==> src/rtl/deserializer.sv <==
// Serial-to-parallel word assembler (LSB first) feeding a 2-entry output FIFO.
// Define DESERIALIZER_PARITY_EN to expect and check one even-parity bit after each word.
module deserializer #(
  parameter int LENGTH = 24
) (
  input  logic              i_clk,
  input  logic              i_rst,
  input  logic              i_en,
  input  logic              i_din,
  input  logic              i_din_valid,
  output logic [LENGTH-1:0] ov_dout,
  output logic              o_dout_valid,
  input  logic              i_dout_ready,
  output logic              o_overflow,
  output logic              o_parity_err
);

  // state    | meaning
  // S_IDLE   | counter 0, waiting for bit 0 of a word
  // S_SHIFT  | bits 1..LENGTH-1 in progress
  // S_PARITY | word complete, waiting for its parity bit (parity builds only)

  localparam int CW = $clog2(LENGTH + 1);

`ifdef DESERIALIZER_PARITY_EN
  typedef enum logic [1:0] {S_IDLE = 2'd0, S_SHIFT = 2'd1, S_PARITY = 2'd2} state_t;
`else
  typedef enum logic [1:0] {S_IDLE = 2'd0, S_SHIFT = 2'd1} state_t;
`endif

  state_t            state_q, state_d;
  logic [CW-1:0]     cnt_q, cnt_d;
  logic [LENGTH-1:0] shift_q, shift_d;
  logic [LENGTH-1:0] push_word;
  logic              push;
  logic              capture;
`ifdef DESERIALIZER_PARITY_EN
  logic              perr_q, perr_d;
`endif

  logic [LENGTH-1:0] mem_q [2];
  logic              rd_ptr_q, wr_ptr_q;
  logic [1:0]        count_q;
  logic              pop, full, push_ok, drop;
  logic              overflow_q;

  assign capture = i_en & i_din_valid;

  always_ff @(posedge i_clk) begin
    if (i_rst) begin
      state_q <= S_IDLE;
      cnt_q   <= '0;
      shift_q <= '0;
    end else begin
      state_q <= state_d;
      cnt_q   <= cnt_d;
      shift_q <= shift_d;
    end
  end

  always_comb begin
    state_d = state_q;
    cnt_d   = cnt_q;
    shift_d = shift_q;
    push    = 1'b0;
`ifdef DESERIALIZER_PARITY_EN
    perr_d  = 1'b0;
`endif
    case (state_q)
      S_IDLE: begin
        if (capture) begin
          shift_d[0] = i_din;
          cnt_d      = CW'(1);
          state_d    = S_SHIFT;
        end
      end
      S_SHIFT: begin
        if (!i_din_valid) begin
          cnt_d   = '0;
          state_d = S_IDLE;
        end else if (i_en) begin
          for (int k = 1; k < LENGTH; k++) begin
            if (cnt_q == CW'(k)) shift_d[k] = i_din;
          end
          if (cnt_q == CW'(LENGTH - 1)) begin
            cnt_d = '0;
`ifdef DESERIALIZER_PARITY_EN
            state_d = S_PARITY;
`else
            state_d = S_IDLE;
            push    = 1'b1;
`endif
          end else begin
            cnt_d = cnt_q + 1'b1;
          end
        end
      end
`ifdef DESERIALIZER_PARITY_EN
      S_PARITY: begin
        if (!i_din_valid) begin
          state_d = S_IDLE;
        end else if (i_en) begin
          state_d = S_IDLE;
          // Even parity: data ones plus the parity bit must total an even count.
          if ((^shift_q ^ i_din) == 1'b0) push   = 1'b1;
          else                            perr_d = 1'b1;
        end
      end
`endif
      default: begin
        state_d = S_IDLE;
        cnt_d   = '0;
      end
    endcase
    push_word = shift_d;
  end

  assign pop     = (count_q != 2'd0) & i_dout_ready;
  assign full    = (count_q == 2'd2);
  assign push_ok = push & (~full | pop);
  assign drop    = push & full & ~pop;

  // Entries are cleared on reset so the output reads zero until the first word lands.
  always_ff @(posedge i_clk) begin
    if (i_rst) begin
      mem_q[0]   <= '0;
      mem_q[1]   <= '0;
      rd_ptr_q   <= 1'b0;
      wr_ptr_q   <= 1'b0;
      count_q    <= 2'd0;
      overflow_q <= 1'b0;
    end else begin
      if (push_ok) begin
        mem_q[wr_ptr_q] <= push_word;
        wr_ptr_q        <= ~wr_ptr_q;
      end
      if (pop) rd_ptr_q <= ~rd_ptr_q;
      case ({push_ok, pop})
        2'b10:   count_q <= count_q + 2'd1;
        2'b01:   count_q <= count_q - 2'd1;
        default: count_q <= count_q;
      endcase
      if (drop) overflow_q <= 1'b1;
    end
  end

`ifdef DESERIALIZER_PARITY_EN
  always_ff @(posedge i_clk) begin
    if (i_rst) perr_q <= 1'b0;
    else       perr_q <= perr_d;
  end
  assign o_parity_err = perr_q;
`else
  assign o_parity_err = 1'b0;
`endif

  assign ov_dout      = mem_q[rd_ptr_q];
  assign o_dout_valid = (count_q != 2'd0);
  assign o_overflow   = overflow_q;

endmodule
==> config.mk <==
export PLATFORM = sky130hd
export DESIGN_NAME = deserializer
export DESIGN_NICKNAME = d
export VERILOG_FILES = /design/src/rtl/deserializer.sv
export SDC_FILE = /design/constraint.sdc
export NUM_CORES = 1
export LEC_CHECK = 0
export ABC_AREA = 1
export CAP_MARGIN = 15
export CELL_PAD_IN_SITES_DETAIL_PLACEMENT = 2
export CELL_PAD_IN_SITES_GLOBAL_PLACEMENT = 2
export CORE_UTILIZATION = 25
export CTS_CLUSTER_SIZE = 30
export DETAILED_ROUTE_END_ITERATION = 10
export HOLD_SLACK_MARGIN = 0.1
export PLACE_DENSITY = 0.61
export SLEW_MARGIN = 30
export SYNTH_ARGS = -nofsm -noshare
export SYNTH_HDL_FRONTEND = slang
export SYNTH_SLANG_ARGS = --single-unit
==> constraint.sdc <==
create_clock -name i_clk -period 2.44 [get_ports i_clk]
set_clock_uncertainty 0.05 [all_clocks]
set_input_delay 0.244 -clock i_clk [delete_from_list [all_inputs] [get_ports i_clk]]
set_output_delay 0.244 -clock i_clk [all_outputs]
set_load 0.01 [all_outputs]
==> flow_summary.toml, run 1 <==
[synthesis]
post-synth-top-count-cell = "nor2_1"
synth_top_flop_cell = "edfxtp_1"
synth-simple-area-share_pct = 22.9
ys_types = 27
synthesis.area_mm2 = 0.00391
synthXorXnorAreaFrac_pct = 0
async_reset_ff_share_pct = 0
netlist_instances = 418
synth-seq-area-share_pct = 55.3
synthTopCellsByCount = "70 x nor2_1, 64 x inv_1, 59 x nand3_1"
synth.area.mux_share_pct = 6.91
synth_edf_count = 48
netlist.area_leader.share_pct = 36.9
synth-adder-area-share_pct = 1.92
synth.area.top_cells = "edfxtp_1 37%, dfxtp_1 18%, nand3_1 7.6%"
syn_nets = 430
synth_area_leader_cell = "edfxtp_1"
yosys_warnings = 0
ys_seq_elements = 84
synth_top_family_by_area = "simple AND/OR/NAND/NOR gates"
synth_area_per_cell_um2 = 9.35
synth-compound-area-share_pct = 3.68

[cts]
cts.clk_slew.worst_paths_ps = 60
root_buffer = "clkbuf_16"
clk_path_buf_depth = 2
hold_buffers = 0
htree_levels = 3
cts_setup_buffers = 0
cts_buffers = 9
cts_tree = "yes"
cts.sinks = 84
clk_latency_ps = 340
cts_resized = 0

[placement]
gp_congestion = 0.758
numPortBuffers = 31
dp_hpwl_mm = 7.31
place_inst = 658

[final_layout]
num_antenna_cells = 0
nets = 470
fillers = 1697
layout-drive-gt1-share_pct = 13.4
finalNonFillerCells = 674
area.growth.synth_to_final_pct = 23.4

[critical_path]
start_kind = "flop"
end_kind = "primary output"
cp_num_buf_inv = 2
cp_max_fo = 24
cp_data_required_time_ps = 2150
path_class = "reg2out"
max_stage_delay_ps = 500
path_delay_family = "buffers and inverters"
path_cells = "buf_4 -> mux2_2 -> clkdlybuf4s50_1"
critPathArrivalTime_ps = 1900
cpMaxStageDelayCell = "clkdlybuf4s50_1"

[grt]
antenna_found_initial = 0
grtUsageTotal_pct = 14.0
grt_max_degree = 26
grt_pass1_vias = 3204
grt-ovfl-total = 0
grt_pass1_wl_mm = 17.0

[sta]
setup-violations-final = 0
post-route-period-util_pct = 89.9
grt_setup_unrepaired = "false"
max_freq_ghz = 0.456
maxSlewHeadroom_pct = 65.1
post-route-min-period_ps = 2190
worstMarginPinSlew_ps = 517
drv_slew = 0
setup-tns-final_ps = 0
hold_viol_final = 0

[die]
rows = 45
ioPinCount = 33
core_area_mm2 = 0.0153
die_x_um = 127
die-height_um = 127
initial_core_util_pct = 25.6
dieArea_mm2 = 0.0161

[power]
ir_drop_mv = 0.339
p_sw_share_pct = 21.0
pwr-share-comb_pct = 5.2
power_frac_seq_pct = 48.9
switching_power_mw = 0.663
clkPwrFrac_pct = 45.8
power_density_mw_per_mm2 = 654
leakagePower_nw = 2.01
p_int_mw = 2.49

[detailed_routing]
ant_nets = 0
wl_mm = 10.3
vias_per_cell = 4.36
via_count = 2942
wire_per_inst_um = 15.3
drcViolationCount = 0
drt_first_pass_iters = 4
drtIter0Drc = 115

[job]
drv_cap = 0

[hold_path]
hp-class = "reg2reg"

[outcome]
status = "completed"
-- power by group through the flow --
stage	logic, mW	registers [mW]	clock network [mW]
after floorplan	0.0837	1.57	0
after detailed placement	0.169	1.58	0
after CTS	0.169	1.54	1.47
final	0.165	1.54	1.45
after global routing	0.181	1.55	1.53
after global placement	0.165	1.57	0
-- sequential cells by signal (all words and copies together) (netlist names), named ones only --
| signal | count |
|---|---|
| cnt_q | 5 |
| count_q | 2 |
| mem_q | 48 |
| o_overflow | 1 |
| rd_ptr_q | 1 |
| shift_q | 24 |
| state_q | 1 |
| wr_ptr_q | 1 |
-- layout by cell type (no fill, tap or decap) --
cell and n:
ha_1 6, a21boi_1 1, inv_1 64, bufinv_16 2, dfxtp_1 36, nand3b_1 1, edfxtp_1 48, clkbuf_16 9
buf_4 13, inv_2 2, clkbuf_1 2, nor2_4 1, a21oi_1 12, nor3_1 1, o21bai_1 6, nor2_1 70
buf_12 2, conb_1 1, nor2_8 2, clkinvlp_4 1, mux2_2 24, nor2_2 1, o21ai_0 5, nand3_1 59
clkinv_2 1, clkinv_1 2, nand2_1 49, nand4_1 6, nand2_4 4, a31oi_1 1, clkdlybuf4s50_1 31
-- metal layers --
layer | global-route usage (%) | part of all wire, % | vias up
li1 | - | - | 1437
met3 | 1.97 | 1.9 | 13
met2 | 24.9 | 50 | 33
met4 | 5.46 | 1.5 | 0
met1 | 17.1 | 47 | 1459
met5 | 0 | 0 | -
-- final cells by class --
type	instances	area [um^2]	share of cell area, %
Timing Repair Buffer	46	448	9.29
Clock inverter	5	76.3	1.58
Multi-Input combinational cell	250	1390	28.8
Inverter	67	251	5.22
Clock buffer	11	233	4.83
Tap cell	211	264	5.47
Sequential cell	84	2160	44.8
-- cells by family after synthesis --
| group | Yosys count |
|---|---|
| mux | 24 |
| flops | 84 |
| compound gates | 25 |
| other cells | 1 |
| fa+ha+maj | 6 |
| buf+inv | 84 |
| simple gates | 194 |
-- final timing paths --
kind | from | to | slack (ps) | cells past startpoint
setup reg to reg | cnt_q[1]$_SDFFE_PP0P_ | count_q[1]$_SDFFE_PP0P_ | 430 | 9
hold / removal | rd_ptr_q$_SDFFE_PP0P_ | rd_ptr_q$_SDFFE_PP0P_ | 410 | 1
hold reg to reg | rd_ptr_q$_SDFFE_PP0P_ | rd_ptr_q$_SDFFE_PP0P_ | 410 | 1
setup / recovery | flop | ov_dout[11] | 250 | 3
-- stage by stage --
step / instance area [um^2] / setup slack (ps) / hold WS (ps) / power, mW / utilization [%]
2_1_floorplan: 3910 / 170 / 354 / 1.65 / -
3_3_place_gp: 4510 / 279 / 388 / 1.74 / 29.6
3_5_place_dp: 4510 / 226 / 406 / 1.74 / 29.6
4_1_cts: 4820 / 208 / 413 / 3.19 / 31.6
5_1_grt: 4820 / 168 / 423 / 3.25 / 31.6
6_report: 4820 / 245 / 414 / 3.15 / 31.6
Note: power is estimated with default switching activity, not from simulation.
==> run 2: changes to the inputs <==
==> constraint.sdc (replaced) <==
create_clock -name i_clk -period 2.44 [get_ports i_clk]
set_clock_uncertainty 0.05 [all_clocks]
set_input_delay 0.732 -clock i_clk [delete_from_list [all_inputs] [get_ports i_clk]]
set_output_delay 0.732 -clock i_clk [all_outputs]
set_load 0.01 [all_outputs]
==> run 2 against run 1 <==
Effect of this change:
- clock power hardly changed
- utilization is 0.62 points higher
- wire length is 4.4% higher
- first-iteration DRC count is 12% lower
- sequential cell count stayed put
- global-route usage is 0.78 points higher
- design area is 2.0% higher
- critical path depth stayed put
- worst hold slack worse by 9.1 ps
- die area stayed put
- sequential share of layout area is 0.79 points lower
- critical endpoint is now ov_dout[4]
- largest power group unchanged
==> flow_summary.toml, run 2 (synthesized netlist as in run 1, its figures left out) <==
[final_layout]
nets = 480
mostFrequentLayoutCells = "70 x nor2_1, 64 x inv_1, 59 x nand3_1"
final_common_cell = "nor2_1"
largest-register = "mem_q"
fillers = 1705
layout-drive-gt1-share_pct = 15.4
area.growth.synth_to_final_pct = 25.8
largest_register_ffs = 48
reg.largest.list = "mem_q: 48 flops, shift_q: 24 flops, cnt_q: 5 flops"
num_antenna_cells = 0
final_area_mm2 = 0.00492

[detailed_routing]
wire_per_inst_um = 15.7
wl_met2_mm = 5.19
vias_per_cell = 4.37
ant_nets = 0
wl_mm = 10.8
via_count = 2987
met3_length_um = 208
drcViolationCount = 0
drtIter0Drc = 101
wirelength_met1_mm = 5.10
drt_first_pass_iters = 4
maxUsedRoutingLayer = "met4"

[sta]
setup-violations-final = 0
setup-tns-final_ps = 0
hold_viol_final = 0
layout_setup_ws_ps = 70.4
drv_slew = 0
max_freq_ghz = 0.422
post-route-min-period_ps = 2370
post-route-period-util_pct = 97.1
grt_setup_unrepaired = "false"

[job]
drv_cap = 0

[grt]
grtUsageTotal_pct = 14.8
grt_pass1_vias = 3233
grt_pass1_wl_mm = 17.7
grt-ovfl-total = 0
antenna_found_initial = 0
grt_max_degree = 26

[placement]
numPortBuffers = 31
gp_congestion = 0.757
dp_hpwl_mm = 7.35
place_ws_ps = -143
dpl_cell_area_mm2 = 0.00461

[critical_path]
cp_max_fo = 12
path_class = "reg2out"
start_kind = "flop"
end_kind = "primary output"
cp_data_required_time_ps = 1660
critPathArrivalTime_ps = 1590

[die]
core_area_mm2 = 0.0153
dieArea_mm2 = 0.0161
die-height_um = 127
rows = 45
initial_core_util_pct = 25.6
die_x_um = 127
ioPinCount = 33

[cts]
cts.sinks = 84
cts_setup_buffers = 0
cts.clk_slew.worst_paths_ps = 60
cts_resized = 27
clk_path_buf_depth = 2
cts_tree = "yes"
cts_buffers = 9
hold_buffers = 0
htree_levels = 3
clk_latency_ps = 350
root_buffer = "clkbuf_16"

[power]
leakagePower_nw = 2.13
ir_drop_mv = 0.322
power_density_mw_per_mm2 = 644

[hold_path]
hp-class = "reg2reg"

[outcome]
status = "completed"
[run 2: cell count changes in the layout (fill, tap and decap cells not counted), moves of 2 or more]
cell,change
dlygate4sd2_1,+24
buf_12,+2
clkdlybuf4s50_1,-24
buf_4,+7
[run 2: final cells by class]
cell class	count	area [um^2]	share of cell area (%)
Sequential cell	84	2170	44.0
Tap cell	211	264	5.37
Inverter	67	251	5.11
Multi-Input combinational cell	250	1390	28.2
Clock buffer	12	236	4.81
Clock inverter	4	73.8	1.50
Timing Repair Buffer	56	538	10.9
[run 2: critical path, stage by stage (launching register included)]
cell	delay [ps]
dfxtp_4	400
buf_12	170
mux2_2	370
dlygate4sd2_1	290
[run 2: worst paths after layout]
check                                           start                       to  slack (ps)  cells past startpoint
worst max-delay path                             flop               ov_dout[4]          70                      3
worst min register to register  rd_ptr_q$_SDFFE_PP0P_                     flop         400                      1
worst max register to register  cnt_q[1]$_SDFFE_PP0P_  count_q[0]$_SDFFE_PP0P_         240                      8
worst min-delay path            rd_ptr_q$_SDFFE_PP0P_                     flop         400                      1
[run 2: per-stage QoR]
| step | total power [mW] | utilization, % | hold WS, ps | std cells |
|---|---|---|---|---|
| final | 3.17 | 32.2 | 405 | 684 |
| after global routing | 3.29 | 32.2 | 432 | 684 |
| after CTS | 3.23 | 32.2 | 410 | 684 |
| after detailed placement | 1.76 | 30.2 | 409 | 667 |
| after global placement | 1.75 | 30.2 | 387 | 667 |
| after floorplan | 1.65 | - | 376 | 418 |
[run 2: per-layer routing]
metal  GRT usage, %  up-vias
met3           2.55       18
met5              0        -
li1               -     1459
met1           18.6     1475
met2           24.8       35
met4           6.65        0
[run 2: report_power, final]
part           switching [mW]  internal (mW)
logic                   0.101         0.0673
clock network           0.563          0.898
registers              0.0103           1.53
total                   0.674           2.49
==> run 3: changes to the inputs <==
--- a/config.mk
+++ b/config.mk
@@ -6,14 +6,15 @@
 export NUM_CORES = 1
 export LEC_CHECK = 0
 export ABC_AREA = 1
-export CAP_MARGIN = 15
+export ABC_CLOCK_PERIOD_IN_PS = 2440
+export CAP_MARGIN = 20
 export CELL_PAD_IN_SITES_DETAIL_PLACEMENT = 2
 export CELL_PAD_IN_SITES_GLOBAL_PLACEMENT = 2
-export CORE_UTILIZATION = 25
+export CORE_UTILIZATION = 33
 export CTS_CLUSTER_SIZE = 30
 export DETAILED_ROUTE_END_ITERATION = 10
 export HOLD_SLACK_MARGIN = 0.1
-export PLACE_DENSITY = 0.61
+export PLACE_DENSITY = 0.77
 export SLEW_MARGIN = 30
 export SYNTH_ARGS = -nofsm -noshare
 export SYNTH_HDL_FRONTEND = slang
==> run 3 against run 2 <==
Effect of this change:
- wire length rose by 5.2%
- critical endpoint is now ov_dout[7]
- first-iteration DRC count rose by 15%
- critical path depth did not move
- sequential share of layout area is 0.63 points higher
- utilization grew 10 points
- via count is 1.8% higher
- sequential power barely moved
- global-route usage up 4.8 points
- count of clock-buffer cells in the layout down 2
- worst hold slack improved by 10 ps
- setup slack better by 25 ps
- largest power group is now clock
- maximum frequency is 1.1% higher
==> flow_summary.toml, run 3 (synthesized netlist as in run 1, its figures left out) <==
[cts]
cts.sinks = 84
cts_tree = "yes"
clk_latency_ps = 340
cts_buffers = 9
htree_levels = 3
clk_path_buf_depth = 2
cts.clk_slew.worst_paths_ps = 60
root_buffer = "clkbuf_16"
cts_setup_buffers = 0

[sta]
max_freq_ghz = 0.427
setup-violations-final = 0
maxSlewHeadroom_pct = 67.2
whs_ps = 415
post-route-min-period_ps = 2340
hold_viol_final = 0
drv_slew = 0
worstMarginPinSlew_ps = 487
grt_setup_unrepaired = "false"
setup-tns-final_ps = 0
post-route-period-util_pct = 96.1

[die]
ioPinCount = 33
core_area_mm2 = 0.0115
initial_core_util_pct = 34.1
die-height_um = 111
die_x_um = 111
rows = 39
dieArea_mm2 = 0.0123

[grt]
grtUsageTotal_pct = 19.6
grt_pass1_vias = 3388
grt_pass1_wl_mm = 18.4
grtUsageMet2_pct = 35.2
grt_max_degree = 26
top_usage_layer = "met2"
antenna_found_initial = 0
grtUsageMet3_pct = 3.61
grt_util_met1_pct = 23.5
grt-ovfl-total = 0

[power]
ir_drop_mv = 0.418
pwr-share-comb_pct = 5.2
power_density_mw_per_mm2 = 681
p_int_mw = 2.60
switching_power_mw = 0.694
p_total_mw = 3.30
power_frac_seq_pct = 46.8
clkPwrFrac_pct = 48.0
leakagePower_nw = 2.14
p_sw_share_pct = 21.1

[final_layout]
largest_register_ffs = 48
area.growth.synth_to_final_pct = 23.8
layout-drive-gt1-share_pct = 15.6
num_antenna_cells = 0
nets = 480
final_common_cell = "nor2_1"
largest-register = "mem_q"
mostFrequentLayoutCells = "70 x nor2_1, 64 x inv_1, 59 x nand3_1"
seq_area_mm2 = 0.00216
reg.largest.list = "mem_q: 48 flops, shift_q: 24 flops, cnt_q: 5 flops"
fillers = 1240
multiInputGateArea_mm2 = 0.00139

[critical_path]
cp_max_fo = 24
worstRegToRegCells = 9
path_cells = "buf_12 -> mux2_2 -> dlygate4sd2_1"
start_kind = "flop"
cpMaxStageDelayCell = "mux2_2"
path_delay_family = "buffers and inverters"
path_class = "reg2out"
end_kind = "primary output"
cp_num_buf_inv = 2
cp_data_required_time_ps = 1660
critPathArrivalTime_ps = 1560
cp.depth = 3
max_stage_delay_ps = 370

[detailed_routing]
via_count = 3040
drtIter0Drc = 116
vias_per_cell = 4.94
wl_mm = 11.3
wire_per_inst_um = 18.4
drt_first_pass_iters = 4
ant_nets = 0
drcViolationCount = 0

[placement]
numPortBuffers = 31
gp_congestion = 0.764
dp_hpwl_mm = 7.67

[hold_path]
hp-class = "reg2reg"
whs_path_depth = 1

[outcome]
status = "completed"

[job]
drv_cap = 0
run 3: cell types whose count changed in the layout (fill, tap and decap cells not counted), sizes merged:
cell | previous run | this run
clkinv | 3 | 4
clkbuf | 12 | 10
bufinv | 2 | 3
run 3: path summary, 6_finish.rpt:
check | start | to | slack [ps]
hold / removal | rd_ptr_q$_SDFFE_PP0P_ | rd_ptr_q$_SDFFE_PP0P_ | 410
setup / recovery | flop | ov_dout[7] | 100
hold reg to reg | rd_ptr_q$_SDFFE_PP0P_ | rd_ptr_q$_SDFFE_PP0P_ | 410
setup reg to reg | cnt_q[1]$_SDFFE_PP0P_ | count_q[1]$_SDFFE_PP0P_ | 240
run 3: layout make-up:
| type | count | share of cell area, % |
|---|---|---|
| clock buffers | 10 | 4.73 |
| clock inverters | 6 | 2.33 |
| inverters | 67 | 5.20 |
| multi-input cells | 250 | 28.7 |
| flip-flops and latches | 84 | 44.7 |
| well taps | 143 | 3.70 |
| repair buffers | 56 | 10.7 |
run 3: metal layers:
metal | wire length, um | vias to the layer above | part of all wire [%]
met2 | 5910 | 46 | 52
met3 | 288 | 9 | 2.5
met5 | 0 | - | 0
li1 | - | 1462 | -
met1 | 5020 | 1523 | 44
met4 | 109 | 0 | 0.96
run 3: per-stage QoR:
step	utilization, %	std cells	setup slack (ps)	cell area, um^2
final	42.2	616	95.6	4840
after global placement	39.5	600	-10.8	4530
after global routing	42.2	616	47.0	4840
after floorplan	-	418	105	3910
after detailed placement	39.5	600	-68.7	4530
after CTS	42.2	616	68.7	4840
run 3: repair_timing:
action | in CTS | in global routing
hold buffers | 0 | 0
gates resized for setup | 24 | 0
endpoints found under the hold margin | 0 | 0
setup endpoints to repair | 24 | 0
run 3: power groups by stage:
stage	registers (mW)	logic, mW	clock network, mW
2_1_floorplan	1.57	0.0837	0
3_3_place_gp	1.57	0.176	0
5_1_grt	1.55	0.187	1.67
6_report	1.54	0.172	1.58
4_1_cts	1.54	0.175	1.61
3_5_place_dp	1.57	0.184	0
